File: config.mk
export PLATFORM = sky130hd
export DESIGN_NAME = buffer_writer_flat
export DESIGN_NICKNAME = d
export VERILOG_FILES = /design/src/rtl/router_pkg.sv /design/src/rtl/buffer_writer_if.sv /design/src/rtl/byte_lane_mux.sv /design/src/rtl/buffer_writer.sv /design/src/flat_wrapper.sv
export SDC_FILE = /design/constraint.sdc
export NUM_CORES = 1
export LEC_CHECK = 0
export BUFFER_PORTS_ARGS = -buffer_cell sky130_fd_sc_hd__clkbuf_2
export CAP_MARGIN = 20
export CORE_AREA = 2 2 134 136
export CTS_CLUSTER_SIZE = 14
export DETAILED_ROUTE_END_ITERATION = 8
export DIE_AREA = 0 0 136 138
export MAX_ROUTING_LAYER = met4
export PLACE_DENSITY = 0.59
export SETUP_SLACK_MARGIN = 0.1
export SLEW_MARGIN = 20
export SYNTH_ARGS = -nofsm -noshare
export SYNTH_HDL_FRONTEND = slang
export SYNTH_SLANG_ARGS = --single-unit
File: constraint.sdc
create_clock -name clk -period 4 [get_ports clk]
set_input_delay 0.6 -clock clk [delete_from_list [all_inputs] [get_ports clk]]
set_output_delay 0.6 -clock clk [all_outputs]
set_load 0.1 [all_outputs]
File: src/rtl/router_pkg.sv
// Shared definitions for the buffer read/write routers.
// Contents:
//   - geometry: MaxWidth bytes per packed word, Depth-byte buffer, DataWidth-bit bytes
//   - derived widths and the types built from them
//   - state_e: router FSM encoding (IDLE, LOAD, WRITE, DONE)
//   - next_addr(): increments a buffer address and wraps it at Depth
package router_pkg;

  localparam int MaxWidth  = 9;
  localparam int Depth     = 32;
  localparam int DataWidth = 8;
  localparam int AddrWidth = $clog2(Depth);
  localparam int LaneWidth = $clog2(MaxWidth);

  // Lane-slice helpers: lane i of a packed word sits at [i*DataWidth +: DataWidth].
  localparam int WordWidth = MaxWidth * DataWidth;

  typedef logic [AddrWidth-1:0] addr_t;
  typedef logic [LaneWidth-1:0] lane_t;
  typedef logic [DataWidth-1:0] byte_t;
  typedef logic [WordWidth-1:0] word_t;
  typedef logic [MaxWidth-1:0]  mask_t;

  localparam lane_t LastLane = lane_t'(MaxWidth - 1);

  typedef enum logic [1:0] {
    IDLE,
    LOAD,
    WRITE,
    DONE
  } state_e;

  // Depth need not be a power of two, so the wrap is explicit.
  function automatic addr_t next_addr(input addr_t a);
    return (a == addr_t'(Depth - 1)) ? '0 : a + 1'b1;
  endfunction

endpackage

File: src/rtl/buffer_writer_if.sv
// Handshake and buffer-port bundle for buffer_writer.
// Optional feature macro: BUFFER_WRITER_MASK_EN adds the byteMask signal.
// Modports:
//   master - the control/producer side: drives start, address range, word, valid
//            (and byteMask); observes ready, write strobes and status.
//   slave  - buffer_writer itself.
interface buffer_writer_if;
  import router_pkg::*;

  logic  writeStart;
  addr_t startAddr;
  addr_t finalAddr;
  word_t dataIn;
  logic  dataInValid;
  logic  dataInReady;
  logic  writeEn;
  addr_t writeAddr;
  byte_t dataOut;
  logic  busy;
  logic  finished;
`ifdef BUFFER_WRITER_MASK_EN
  mask_t byteMask;
`endif

  modport master (
    output writeStart, startAddr, finalAddr, dataIn, dataInValid,
`ifdef BUFFER_WRITER_MASK_EN
    output byteMask,
`endif
    input  dataInReady, writeEn, writeAddr, dataOut, busy, finished
  );

  modport slave (
    input  writeStart, startAddr, finalAddr, dataIn, dataInValid,
`ifdef BUFFER_WRITER_MASK_EN
    input  byteMask,
`endif
    output dataInReady, writeEn, writeAddr, dataOut, busy, finished
  );

endinterface

File: src/rtl/byte_lane_mux.sv
// Combinational selection of one byte lane out of a packed MaxWidth-byte word.
// Ports:
//   word_i - packed word, lane i at [(i+1)*DataWidth-1 -: DataWidth]
//   lane_i - lane index; values >= MaxWidth select zero
//   byte_o - selected byte
module byte_lane_mux
  import router_pkg::*;
(
  input  word_t word_i,
  input  lane_t lane_i,
  output byte_t byte_o
);

  always_comb begin
    // NOTE: default assigned before the loop so no path leaves byte_o unassigned (no latch).
    byte_o = '0;
    for (int i = 0; i < MaxWidth; i++) begin
      if (lane_i == lane_t'(i)) byte_o = word_i[i*DataWidth +: DataWidth];
    end
  end

endmodule

File: src/rtl/buffer_writer.sv
// Unpacks MaxWidth-byte words from the compute array into sequential byte writes
// over a contiguous, wrapping range [startAddr .. finalAddr] of the byte buffer.
// Optional feature macro: BUFFER_WRITER_MASK_EN (per-lane byteMask gates writeEn).
// Ports:
//   clk - clock, rising edge
//   rst - asynchronous, active-high reset
//   bus - buffer_writer_if.slave: start/range, word handshake, buffer write port, status
// All bus outputs are registered. They are computed from the next state, so the
// byte for a given lane appears in the same cycle the FSM is in that lane.
module buffer_writer
  import router_pkg::*;
(
  input  logic           clk,
  input  logic           rst,
  buffer_writer_if.slave bus
);

  state_e state_q, state_d;
  addr_t  addr_q,  addr_d;
  addr_t  final_q, final_d;
  lane_t  lane_q,  lane_d;
  word_t  hold_q,  hold_d;
`ifdef BUFFER_WRITER_MASK_EN
  mask_t  mask_q,  mask_d;
`endif

  logic   ready_q, ready_d;
  logic   wen_q,   wen_d;
  addr_t  waddr_q, waddr_d;
  byte_t  dout_q,  dout_d;
  logic   busy_q,  busy_d;
  logic   fin_q,   fin_d;

  byte_t  lane_byte;

  // Selecting from the next-state word lets lane 0 leave on the handshake edge itself.
  byte_lane_mux u_lane_mux (
    .word_i (hold_d),
    .lane_i (lane_d),
    .byte_o (lane_byte)
  );

  always_comb begin
    state_d = state_q;
    addr_d  = addr_q;
    final_d = final_q;
    lane_d  = lane_q;
    hold_d  = hold_q;
`ifdef BUFFER_WRITER_MASK_EN
    mask_d  = mask_q;
`endif
    ready_d = 1'b0;
    busy_d  = busy_q;
    fin_d   = 1'b0;

    unique case (state_q)
      IDLE: begin
        if (bus.writeStart) begin
          addr_d  = bus.startAddr;
          final_d = bus.finalAddr;
          busy_d  = 1'b1;
          ready_d = 1'b1;
          state_d = LOAD;
        end
      end

      LOAD: begin
        ready_d = 1'b1;
        if (bus.dataInValid && ready_q) begin
          hold_d  = bus.dataIn;
`ifdef BUFFER_WRITER_MASK_EN
          mask_d  = bus.byteMask;
`endif
          lane_d  = '0;
          ready_d = 1'b0;
          state_d = WRITE;
        end
      end

      WRITE: begin
        // The final address ends the transfer even mid-word; leftover lanes are dropped.
        if (addr_q == final_q) begin
          busy_d  = 1'b0;
          fin_d   = 1'b1;
          state_d = DONE;
        end else begin
          addr_d = next_addr(addr_q);
          if (lane_q == LastLane) begin
            ready_d = 1'b1;
            state_d = LOAD;
          end else begin
            lane_d = lane_q + 1'b1;
          end
        end
      end

      DONE: state_d = IDLE;

      default: state_d = IDLE;
    endcase

    // Address and data hold their last values outside WRITE; only the strobe matters.
`ifdef BUFFER_WRITER_MASK_EN
    wen_d = (state_d == WRITE) && mask_d[lane_d];
`else
    wen_d = (state_d == WRITE);
`endif
    waddr_d = (state_d == WRITE) ? addr_d    : waddr_q;
    dout_d  = (state_d == WRITE) ? lane_byte : dout_q;
  end

  always_ff @(posedge clk or posedge rst) begin
    if (rst) begin
      state_q <= IDLE;
      addr_q  <= '0;
      final_q <= '0;
      lane_q  <= '0;
      hold_q  <= '0;
`ifdef BUFFER_WRITER_MASK_EN
      mask_q  <= '0;
`endif
      ready_q <= 1'b0;
      wen_q   <= 1'b0;
      waddr_q <= '0;
      dout_q  <= '0;
      busy_q  <= 1'b0;
      fin_q   <= 1'b0;
    end else begin
      // NOTE: non-blocking so every register samples the pre-edge values together.
      state_q <= state_d;
      addr_q  <= addr_d;
      final_q <= final_d;
      lane_q  <= lane_d;
      hold_q  <= hold_d;
`ifdef BUFFER_WRITER_MASK_EN
      mask_q  <= mask_d;
`endif
      ready_q <= ready_d;
      wen_q   <= wen_d;
      waddr_q <= waddr_d;
      dout_q  <= dout_d;
      busy_q  <= busy_d;
      fin_q   <= fin_d;
    end
  end

  assign bus.dataInReady = ready_q;
  assign bus.writeEn     = wen_q;
  assign bus.writeAddr   = waddr_q;
  assign bus.dataOut     = dout_q;
  assign bus.busy        = busy_q;
  assign bus.finished    = fin_q;

endmodule

File: src/flat_wrapper.sv
// flat-port wrapper written by rule: the top's interface ports become plain ports
module buffer_writer_flat import router_pkg::*;
  (clk, rst, bus_writeStart, bus_startAddr, bus_finalAddr, bus_dataIn, bus_dataInValid, bus_dataInReady, bus_writeEn, bus_writeAddr, bus_dataOut, bus_busy, bus_finished);
  buffer_writer_if bus_i ();
  input  logic clk;
  input  logic rst;
  input wire logic [$bits(bus_i.writeStart)-1:0] bus_writeStart;
  input wire logic [$bits(bus_i.startAddr)-1:0] bus_startAddr;
  input wire logic [$bits(bus_i.finalAddr)-1:0] bus_finalAddr;
  input wire logic [$bits(bus_i.dataIn)-1:0] bus_dataIn;
  input wire logic [$bits(bus_i.dataInValid)-1:0] bus_dataInValid;
  output wire logic [$bits(bus_i.dataInReady)-1:0] bus_dataInReady;
  output wire logic [$bits(bus_i.writeEn)-1:0] bus_writeEn;
  output wire logic [$bits(bus_i.writeAddr)-1:0] bus_writeAddr;
  output wire logic [$bits(bus_i.dataOut)-1:0] bus_dataOut;
  output wire logic [$bits(bus_i.busy)-1:0] bus_busy;
  output wire logic [$bits(bus_i.finished)-1:0] bus_finished;
  assign bus_i.writeStart = bus_writeStart;
  assign bus_i.startAddr = bus_startAddr;
  assign bus_i.finalAddr = bus_finalAddr;
  assign bus_i.dataIn = bus_dataIn;
  assign bus_i.dataInValid = bus_dataInValid;
  assign bus_dataInReady = bus_i.dataInReady;
  assign bus_writeEn = bus_i.writeEn;
  assign bus_writeAddr = bus_i.writeAddr;
  assign bus_dataOut = bus_i.dataOut;
  assign bus_busy = bus_i.busy;
  assign bus_finished = bus_i.finished;
  buffer_writer u_core (.clk(clk), .rst(rst), .bus(bus_i));
endmodule
==> results.cfg <==
[layout]
final_nets = 649
nFillCells = 1811
fin_area_mm2 = 0.00617
drive_gt1_share_pct = 37.1
synthToLayoutAreaGrowth_pct = 21.3
antenna_cells = 0

[global_routing]
grt_pass1_wl_mm = 21.9
grt_pass1_vias = 4122
overflow = 0
antenna_found_initial = 0
track_usage_pct = 15.4
grt_max_degree = 60

[sta]
finalSetupTns_ps = 0
grt_setup_unrepaired = no
clock_skew_ps = 7.08
hold_violations = 0
relSlewSlack_pct = 49.8
setup_ws_ps = 717
fmax_mhz = 305
finalCritPeriodShare_pct = 82.1
worst_pin_slew_ps = 753
maxSlewViolCount = 0
period_needed_ps = 3280
setup_viol = 0
holdWs_ps = 366

[placed_design]
pre_cts_ws_ps = 802
dp_hpwl_mm = 10.2
gp_congestion = 0.867
placed_area_mm2 = 0.00584
io_buffers = 102

[critical_path]
cp_max_fo = 16
critPathKind = flip-flop to flip-flop
cp_slowest_cell = a2111oi_0
max_stage_delay_ps = 520
cp_common_cell = nand2_1
cp.arrival_ps = 3560
endpoint_kind = flip-flop
cp_data_required_time_ps = 4270
crit_chain = inv_1, ha_1, nand2_1, a2111oi_0, a221o_1, nand4_1, nand2_1, a21oi_1, a31oi_1
start_kind = flip-flop

[synthesis]
synth_edf_count = 0
syn_area_per_cell_um2 = 11.1
syn_nets = 552
ys_seq_elements = 105
synth_seq_area_share_pct = 51.6
yosys_warnings = 0
synth_flop_cell = dfrtp_1
ys_types = 58
synth_area_mm2 = 0.00509
syn_inst = 458
async_flop_share_pct = 100

[clocking]
ctsHtreeMaxLevel = 3
clockRootBuffer = clkbuf_16
cts_resized = 0
cts_num_sinks = 105
ctsHoldBuffers = 0
cts_setup_buffers = 0
cts_inserted_buffers = 9
clockBufferDepth = 2
clk_latency_ps = 350
path_clk_slew_ps = 70
cts_tree = built

[power]
power_density_mw_per_mm2 = 899
peakVddDrop_uv = 514
p_leak_uw = 0.00290

[routing]
first_pass_iters = 8
wirelength_mm = 13.3
ant_nets = 0
drc_errors = 0
wire_per_inst_um = 16.9
drt-initial-drc-count = 269
viasPerCell = 4.84
dr_total_vias = 3811

[floorplanning]
die_height_um = 138
pin_count = 103
core_area_mm2 = 0.0175
die_area_mm2 = 0.0188
num_rows = 49
die_w_um = 136
initial_core_util_pct = 29.0

[run]
drv_cap = 0

[hold_path]
hold_class = primary input to asynchronous set/reset pin

[outcome]
status = complete, no violations
-- report_power, final --
group          leakage, uW  total (uW)  switching [uW]  internal [uW]
registers          0.00128        1790             221           1570
clock network     0.000162         999             377            622
logic              0.00146        2760            1810            944
total              0.00290        5550            2410           3140
-- logic make-up after synthesis --
family	count (synthesis)	share of synthesized area, %
XOR/XNOR	5	0.860
multiplexers	79	17.4
AND/OR/NAND/NOR	142	12.6
flip-flops	105	51.6
buffers and inverters	37	3.39
AO/OA/AOI/OAI	82	12.2
adder cells (fa/ha/maj)	8	1.97
-- layer usage --
metal	wire length [um]	vias up	part of all wire (%)	track usage, %
met2	6110	86	46	22.7
met4	171	0	1.3	4.39
met3	511	13	3.8	2.79
met1	6540	1873	49	21.6
met5	0	-	0	-
li1	-	1839	-	-
-- worst max-delay path, delay by kind of cell, from the launching register on --
kind                       cells  cell delay, ps
AOI/OAI and AO/OA              4            1310
and+or+nand+nor                3             950
DFF                            1             430
adders and majority gates      1             380
buffers and inverters          1             130
-- layout by cell type, fill, tap and decap left out, drive strengths merged, types with 3 or more instances in the layout --
| master | synthesis | final |
|---|---|---|
| a211oi | 3 | 3 |
| a21o | 6 | 6 |
| a21oi | 15 | 15 |
| a221oi | 5 | 5 |
| a311o | 3 | 3 |
| a31oi | 8 | 8 |
| and2 | 3 | 3 |
| and3 | 6 | 6 |
| buf | 16 | 6 |
| bufinv | 0 | 3 |
| clkbuf | 6 | 113 |
| dfrtp | 105 | 105 |
| ha | 8 | 8 |
| inv | 14 | 14 |
| mux2 | 74 | 74 |
| mux2i | 5 | 5 |
| nand2 | 43 | 43 |
| nand2b | 3 | 3 |
| nand3 | 8 | 8 |
| nor2 | 56 | 56 |
| nor3 | 9 | 9 |
| o211ai | 4 | 4 |
| o21a | 4 | 4 |
| o21ai | 11 | 11 |
| or4 | 8 | 8 |
| xnor2 | 5 | 5 |
-- synthesized netlist by cell type, types with 4 or more instances --
cell type  instances  area (um^2)
a21o_1             6         45.0
a21oi_1           14         70.1
buf_2             11         55.1
nor3_1             9         45.0
nand3_1            7         35.0
clkbuf_1           6         22.5
o21a_1             4         30.0
inv_1             13         48.8
or4_1              8         60.1
dfrtp_1          105         2630
ha_1               8          100
mux2i_1            5         50.1
o21ai_0           10         50.1
nand2_1           43          161
a31oi_1            8         50.1
o211ai_1           4         30.0
xnor2_1            5         43.8
nor2_1            56          210
mux2_2            74          833
and3_1             5         31.3
-- stage by stage --
step / total power (uW) / instances / util (%)
3_3_place_gp: 4500 / 773 / 33.3
6_report: 5550 / 787 / 35.2
4_1_cts: 5590 / 787 / 35.2
3_5_place_dp: 4570 / 773 / 33.3
2_1_floorplan: 3910 / 458 / -
5_1_grt: 5920 / 787 / 35.2
-- registers in the layout, indices dropped and copies added, names as in the netlist --
| name | count |
|---|---|
| u_core.bus.dataOut | 8 |
| u_core.state_q | 2 |
| u_core.bus.dataInReady | 1 |
| u_core.bus.finished | 1 |
| u_core.hold_q | 72 |
| u_core.bus.writeAddr | 5 |
| u_core.final_q | 5 |
| u_core.addr_q | 5 |
| u_core.bus.busy | 1 |
| u_core.lane_q | 4 |
| u_core.bus.writeEn | 1 |
-- worst paths after layout --
path / from / end / slack, ps / depth (start not counted)
min reg2reg: u_core.hold_q[18]$_DFF_PP0_ / u_core.hold_q[18]$_DFF_PP0_ / 500 / 1
min in group clk: bus_finalAddr[2] / u_core.final_q[2]$_DFFE_PP0P_ / 450 / 3
max reg2reg: u_core.state_q[0]$_DFF_PP0_ / u_core.bus.dataOut[1]$_DFFE_PP0P_ / 720 / 9
min: rst / u_core.hold_q[15]$_DFF_PP0_ / 370 / 2
max in group asynchronous: rst / u_core.hold_q[46]$_DFF_PP0_ / 2800 / 3
max: u_core.state_q[0]$_DFF_PP0_ / u_core.bus.dataOut[1]$_DFFE_PP0P_ / 720 / 9
-- cell type report --
type                    count  area (um^2)  share of cell area, %
flip-flops and latches    105         2630                   42.6
repair buffers            108          556                   9.00
inverters                  15         60.1                  0.973
clock inverters             3         90.1                   1.46
clock buffers              11          243                   3.93
multi-input cells         316         2310                   37.4
well taps                 229          287                   4.64
Power figures use the tool's default switching activity.
